## config.mk

```make
export PLATFORM = sky130hd
export DESIGN_NAME = mem_lsu_stage_flat
export DESIGN_NICKNAME = d
export VERILOG_FILES = /design/src/rtl/mem_lsu_stage_if.sv /design/src/rtl/mem_lsu_stage.sv /design/src/flat_wrapper.sv
export SDC_FILE = /design/constraint.sdc
export NUM_CORES = 1
export LEC_CHECK = 0
export BUFFER_PORTS_ARGS = -buffer_cell sky130_fd_sc_hd__buf_4
export CORE_MARGIN = 2
export CORE_UTILIZATION = 30
export CTS_CLUSTER_SIZE = 10
export DETAILED_ROUTE_END_ITERATION = 16
export PLACE_DENSITY_LB_ADDON = 0.12
export SLEW_MARGIN = 20
export SYNTH_ARGS = -nofsm -noshare
export SYNTH_HDL_FRONTEND = slang
export SYNTH_SLANG_ARGS = --single-unit
```

## constraint.sdc

```tcl
create_clock -name clk -period 3.25 [get_ports clk]
set_clock_uncertainty 0.05 [all_clocks]
set_input_delay 0.65 -clock clk [delete_from_list [all_inputs] [get_ports clk]]
set_output_delay 0.65 -clock clk [all_outputs]
set_load 0.05 [all_outputs]
```

## src/rtl/mem_lsu_stage_if.sv

```systemverilog
// Data-bus bundle between the memory-stage LSU (master) and the data memory (slave).
// Request side is req/we/addr/be/wdata; response side is gnt/rvalid/rdata.
interface mem_lsu_stage_if #(
  parameter int unsigned XLEN       = 32,
  parameter int unsigned ADDR_WIDTH = 32
);
  logic                  req;
  logic                  we;
  logic [ADDR_WIDTH-1:0] addr;
  logic [XLEN/8-1:0]     be;
  logic [XLEN-1:0]       wdata;
  logic                  gnt;
  logic                  rvalid;
  logic [XLEN-1:0]       rdata;

  modport master (
    output req, we, addr, be, wdata,
    input  gnt, rvalid, rdata
  );

  modport slave (
    input  req, we, addr, be, wdata,
    output gnt, rvalid, rdata
  );
endinterface

```

## src/rtl/mem_lsu_stage.sv

```systemverilog
// Memory-stage load/store unit: drives a req/gnt/rvalid bus, builds byte enables,
// extends loads, drops misaligned accesses and bounds each access with a watchdog.
module mem_lsu_stage #(
  parameter int unsigned XLEN       = 32,
  parameter int unsigned ADDR_WIDTH = 32,
  parameter int unsigned TIMEOUT    = 255
) (
  input  logic                   clk,
  input  logic                   reset,
  input  logic                   valid_i,
  input  logic                   MemRead_i,
  input  logic                   MemWrite_i,
  input  logic [2:0]             funct3_i,
  input  logic [XLEN-1:0]        ALUResult_i,
  input  logic [XLEN-1:0]        WriteData_i,
  input  logic [4:0]             Rd_i,
  input  logic                   RegWrite_i,
  mem_lsu_stage_if.master        mem,
  output logic [XLEN-1:0]        load_data_o,
  output logic                   RegWrite_o,
  output logic [4:0]             RdM_o,
  output logic                   RegWriteM_o,
  output logic                   stall_o,
  output logic                   misalign_o,
  output logic                   bus_err_o
);

  localparam int unsigned NB   = XLEN / 8;
  localparam int unsigned CntW = (TIMEOUT > 1) ? $clog2(TIMEOUT + 1) : 1;

  localparam logic [1:0] StIdle = 2'd0;
  localparam logic [1:0] StReq  = 2'd1;
  localparam logic [1:0] StWait = 2'd2;

  logic [1:0]      state_q, state_d;
  logic [CntW-1:0] cnt_q, cnt_d;

  logic            op, is_load, is_store, mis, access, done, timeout;
  logic            size_h, size_w;
  logic [1:0]      off;
  logic [XLEN-1:0] lane, ext;

  assign off      = ALUResult_i[1:0];
  assign size_h   = (funct3_i[1:0] == 2'b01);
  assign size_w   = funct3_i[1];
  assign op       = valid_i & (MemRead_i | MemWrite_i);
  assign is_load  = op & MemRead_i;
  assign is_store = op & MemWrite_i;
  assign mis      = op & ((size_h & off[0]) | (size_w & (off != 2'b00)));
  assign access   = op & ~mis;

  always_comb begin
    done = 1'b0;
    case (state_q)
      StIdle, StReq: done = access & mem.gnt & (is_store | mem.rvalid);
      StWait:        done = access & mem.rvalid;
      default:       done = 1'b0;
    endcase
  end

  // cnt_q is 0 in IDLE and counts cycles already spent on the access otherwise.
  assign timeout = (TIMEOUT != 0) & access & ~done & (cnt_q == CntW'(TIMEOUT - 1));

  always_comb begin
    state_d = state_q;
    cnt_d   = cnt_q;
    case (state_q)
      StIdle: begin
        cnt_d = '0;
        if (access && !done && !timeout) begin
          state_d = mem.gnt ? StWait : StReq;
          cnt_d   = CntW'(1);
        end
      end
      StReq: begin
        if (done || timeout || !access) begin
          state_d = StIdle;
          cnt_d   = '0;
        end else begin
          cnt_d = cnt_q + CntW'(1);
          if (mem.gnt) state_d = StWait;
        end
      end
      StWait: begin
        if (done || timeout || !access) begin
          state_d = StIdle;
          cnt_d   = '0;
        end else begin
          cnt_d = cnt_q + CntW'(1);
        end
      end
      default: begin
        state_d = StIdle;
        cnt_d   = '0;
      end
    endcase
  end

  always_ff @(posedge clk) begin
    if (reset) begin
      state_q <= StIdle;
      cnt_q   <= '0;
    end else begin
      state_q <= state_d;
      cnt_q   <= cnt_d;
    end
  end

  assign lane = mem.rdata >> {off, 3'b000};

  always_comb begin
    case (funct3_i)
      3'b000:  ext = {{(XLEN-8){lane[7]}}, lane[7:0]};
      3'b001:  ext = {{(XLEN-16){lane[15]}}, lane[15:0]};
      3'b100:  ext = {{(XLEN-8){1'b0}}, lane[7:0]};
      3'b101:  ext = {{(XLEN-16){1'b0}}, lane[15:0]};
      default: ext = lane;
    endcase
  end

  always_comb begin
    case (funct3_i[1:0])
      2'b00: begin
        mem.be    = NB'(1) << off;
        mem.wdata = {NB{WriteData_i[7:0]}};
      end
      2'b01: begin
        mem.be    = NB'(3) << off;
        mem.wdata = {(NB/2){WriteData_i[15:0]}};
      end
      default: begin
        mem.be    = '1;
        mem.wdata = WriteData_i;
      end
    endcase
  end

  // Request is issued combinationally from IDLE and held through REQ; never in WAIT.
  assign mem.req     = ~reset & access & (state_q != StWait);
  assign mem.we      = MemWrite_i;
  assign mem.addr    = {ALUResult_i[ADDR_WIDTH-1:2], 2'b00};

  assign load_data_o = (~reset & done & is_load) ? ext : '0;
  assign RegWrite_o  = ~reset & RegWrite_i & ~mis & ~timeout;
  assign RegWriteM_o = RegWrite_o;
  assign RdM_o       = Rd_i;
  assign stall_o     = ~reset & access & ~done & ~timeout;
  assign misalign_o  = ~reset & mis;
  assign bus_err_o   = ~reset & timeout;

endmodule

```

## src/flat_wrapper.sv

```systemverilog
// flat-port wrapper written by rule: the top's interface ports become plain ports
module mem_lsu_stage_flat 
#(
  parameter int unsigned XLEN       = 32,
  parameter int unsigned ADDR_WIDTH = 32,
  parameter int unsigned TIMEOUT    = 255
)
  (clk, reset, valid_i, MemRead_i, MemWrite_i, funct3_i, ALUResult_i, WriteData_i, Rd_i, RegWrite_i, load_data_o, RegWrite_o, RdM_o, RegWriteM_o, stall_o, misalign_o, bus_err_o, mem_req, mem_we, mem_addr, mem_be, mem_wdata, mem_gnt, mem_rvalid, mem_rdata);
  mem_lsu_stage_if #(.XLEN(XLEN), .ADDR_WIDTH(ADDR_WIDTH)) mem_i ();
  input  logic clk;
  input  logic reset;
  input  logic valid_i;
  input  logic MemRead_i;
  input  logic MemWrite_i;
  input  logic [2:0] funct3_i;
  input  logic [XLEN-1:0] ALUResult_i;
  input  logic [XLEN-1:0] WriteData_i;
  input  logic [4:0] Rd_i;
  input  logic RegWrite_i;
  output logic [XLEN-1:0] load_data_o;
  output logic RegWrite_o;
  output logic [4:0] RdM_o;
  output logic RegWriteM_o;
  output logic stall_o;
  output logic misalign_o;
  output logic bus_err_o;
  output wire logic [$bits(mem_i.req)-1:0] mem_req;
  output wire logic [$bits(mem_i.we)-1:0] mem_we;
  output wire logic [$bits(mem_i.addr)-1:0] mem_addr;
  output wire logic [$bits(mem_i.be)-1:0] mem_be;
  output wire logic [$bits(mem_i.wdata)-1:0] mem_wdata;
  input wire logic [$bits(mem_i.gnt)-1:0] mem_gnt;
  input wire logic [$bits(mem_i.rvalid)-1:0] mem_rvalid;
  input wire logic [$bits(mem_i.rdata)-1:0] mem_rdata;
  assign mem_req = mem_i.req;
  assign mem_we = mem_i.we;
  assign mem_addr = mem_i.addr;
  assign mem_be = mem_i.be;
  assign mem_wdata = mem_i.wdata;
  assign mem_i.gnt = mem_gnt;
  assign mem_i.rvalid = mem_rvalid;
  assign mem_i.rdata = mem_rdata;
  mem_lsu_stage #(.XLEN(XLEN), .ADDR_WIDTH(ADDR_WIDTH), .TIMEOUT(TIMEOUT)) u_core (.clk(clk), .reset(reset), .valid_i(valid_i), .MemRead_i(MemRead_i), .MemWrite_i(MemWrite_i), .funct3_i(funct3_i), .ALUResult_i(ALUResult_i), .WriteData_i(WriteData_i), .Rd_i(Rd_i), .RegWrite_i(RegWrite_i), .mem(mem_i), .load_data_o(load_data_o), .RegWrite_o(RegWrite_o), .RdM_o(RdM_o), .RegWriteM_o(RegWriteM_o), .stall_o(stall_o), .misalign_o(misalign_o), .bus_err_o(bus_err_o));
endmodule
```

==> results.toml <==
[die]
die_w_um = 89.8
die-area_mm2 = 0.00806
num_rows = 31
ios = 224
die-height_um = 89.8
start_util_pct = 30.7
core_mm2 = 0.00718

[synth]
ys_top_cells_by_area = "buf_4, mux2i_1, nand2_1"
synth_edf_count = 0
synth_top_cell_area_share_pct = 16.0
syn_area_mm2 = 0.00221
yosys.area.top_type = "buf_4"
yosysWarnings = 0
yosys_register_bits = 10
muxShareOfSynthArea_pct = 17.5
synth-xor-area-share_pct = 2.38
ys_top_cells_by_count = "nand2_1, buf_4, mux2i_1"
synthAdderAreaFrac_pct = 3.97
synth_flop_cell = "dfxtp_1"
synth-seq-area-share_pct = 9.08
synthArstFlopShare_pct = 0
syn-instance-count = 324
synth_top_family_by_area = "simple AND/OR/NAND/NOR gates"
synth.most_common_cell = "nand2_1"
synthSimpleGateAreaFrac_pct = 24.7
syn_avg_cell_area_um2 = 6.81
synth_compound_area_share_pct = 20.8
yosysUniqueCellTypes = 43

[timing]
relSlewSlack_pct = 58.9
period_minus_slack_ns = 3.15
worstMarginPinSlew_ns = 0.614
rsz0062_at_grt = "true"
finalHoldViolCount = 0
fin_crit_sh_pct = 97.0
setup_viol = 0
fmax_ghz = 0.317
slew_viol_final = 0

[final_layout]
final_util_pct = 45.8
syn_to_final_growth_pct = 48.8
drive_gt1_share_pct = 51.3
antenna_cells = 0
final_nets = 541

[power_and_ir_drop]
powerDensity_mw_per_mm2 = 258
p_leak_nw = 1.54
ir_drop_v = 0.000307
p_total_mw = 0.847

[setup_path]
cp-start-kind = "flop"
cp_cell_sequence = "inv_2, ha_1, o21ai_1, a211o_1, or4_4, o21bai_4, a21oi_2, buf_4"
arrival_ns = 2.45
crit_path_top_delay_cell = "or4_4"
crit_family = "compound AO/OA/AOI/OAI gates"
worstPathMaxFanout = 8
cp_num_buf_inv = 2
required_ns = 2.55
critPathMaxStageDelay_ns = 0.55
critPathKind = "reg2out"
end_kind = "primary output"

[status]
status = "completed"

[routing]
route.detailed.drc = 0
wl_um = 7780
drtPass1Iterations = 4
vias = 2512
drt_iter0_drc = 74
wl_per_cell_um = 15.0
via_per_inst = 4.83
ant_nets = 0

[grt]
grt_pass1_wl_um = 12700
grt-ovfl-total = 0
gr-usage-all-layers_pct = 18.6
antenna_found_initial = 0
grt_max_degree = 48
grt_pass1_vias = 2482

[clock_tree]
cts.path.max_buffers = 2
cts_tree = "built"
cts_buffers = 3
cts_root_buffer = "clkbuf_8"
clk_latency_ns = 0.24
cts_max_level = 1
clk_pin_slew_ns = 0.05
cts_setup_buffers = 0
clock-sinks = 10

[job]
max-cap-violations = 0

[placement]
port_buffers = 151
dp_hpwl_um = 6020
gp_congestion = 0.799

[hold_path]
hold_class = "reg2reg"
## per-stage QoR
step                      std cells  setup TNS (ns)  instance area, um2  hold WS, ns  setup slack [ns]
after global placement          515               0                3150        0.443             0.178
after floorplan                 325           -1.74                2270        0.422            -0.289
after CTS                       520               0                3230        0.467            0.0121
final                           520               0                3280        0.458            0.0977
after detailed placement        515               0                3150        0.455             0.167
after global routing            520        -0.00945                3280        0.491          -0.00499
## final timing paths
kind                                        from                             end  slack [ns]  cells after the start
setup / recovery  u_core.state_q[0]$_SDFFE_PP0P_                 load_data_o[31]         0.1                      8
hold / removal        u_core.cnt_q[7]$_SDFF_PP0_      u_core.cnt_q[7]$_SDFF_PP0_        0.46                      2
setup reg to reg  u_core.state_q[0]$_SDFFE_PP0P_  u_core.state_q[1]$_SDFFE_PP0P_        1.06                      8
hold reg to reg       u_core.cnt_q[7]$_SDFF_PP0_      u_core.cnt_q[7]$_SDFF_PP0_        0.46                      2
## power by group
part           internal [mW]  switching, mW
clock network          0.107         0.0530
logic                  0.214          0.333
registers              0.130         0.0106
total                  0.451          0.397
## area by class of cell
| cell class | count | area [um2] |
|---|---|---|
| Clock buffer | 4 | 55.1 |
| Multi-Input combinational cell | 242 | 1650 |
| Sequential cell | 10 | 205 |
| Tap cell | 99 | 124 |
| Inverter | 4 | 15.0 |
| Timing Repair Buffer | 161 | 1230 |
| Fill cell | 773 | 3890 |
## worst reg2reg max path, cell delays in order, from the launching register on
cell and delay, ns:
dfxtp_4 0.39, inv_2 0.07, ha_1 0.20, o21ai_1 0.18
a211oi_1 0.12, nor4_1 0.33, buf_4 0.19, mux2_2 0.32
a221oi_1 0.23
## per-layer routing
metal / routed length [um] / GRT usage, %
met1: 3380 / 23.5
met2: 3870 / 32.3
met4: 131 / 5.26
met3: 392 / 3.35
met5: 0 / 0
## cells by family after synthesis
family	count (synthesis)
adders and majority gates	7
xor gates and xnor gates	6
other	1
DFF	10
AOI/OAI and AO/OA	72
buffers and inverters	74
and+or+nand+nor	118
muxes	36
## flip-flops by register name (all words and copies together) (netlist names)
signal          flops
u_core.cnt_q        8
u_core.state_q      2
## cell usage in the layout (no fill, tap or decap), types with 2 or more instances in the layout
cell type	count
nand2b_1	2
mux2_2	10
o21ai_1	2
or2_2	3
nor2b_1	8
nor2_2	8
o21ai_0	19
conb_1	2
buf_6	6
xor2_1	5
ha_1	5
clkbuf_8	4
o21bai_4	2
nand2_1	62
a21oi_2	16
nor2_1	17
buf_4	155
and4_1	2
dfxtp_1	8
a211oi_2	3
a21oi_1	5
ha_4	2
nor4_1	4
mux2i_1	25
nand3_1	5
o21a_1	8
a211oi_1	12
inv_2	2
inv_1	2
## what timing repair did
action                                  4_1_cts  5_1_grt
endpoints found under the setup margin       16       25
resized for setup                             3       15
gates cloned                                  1        0
hold buffers                                  0        0
No activity file was read; power rests on OpenSTA's default activity.
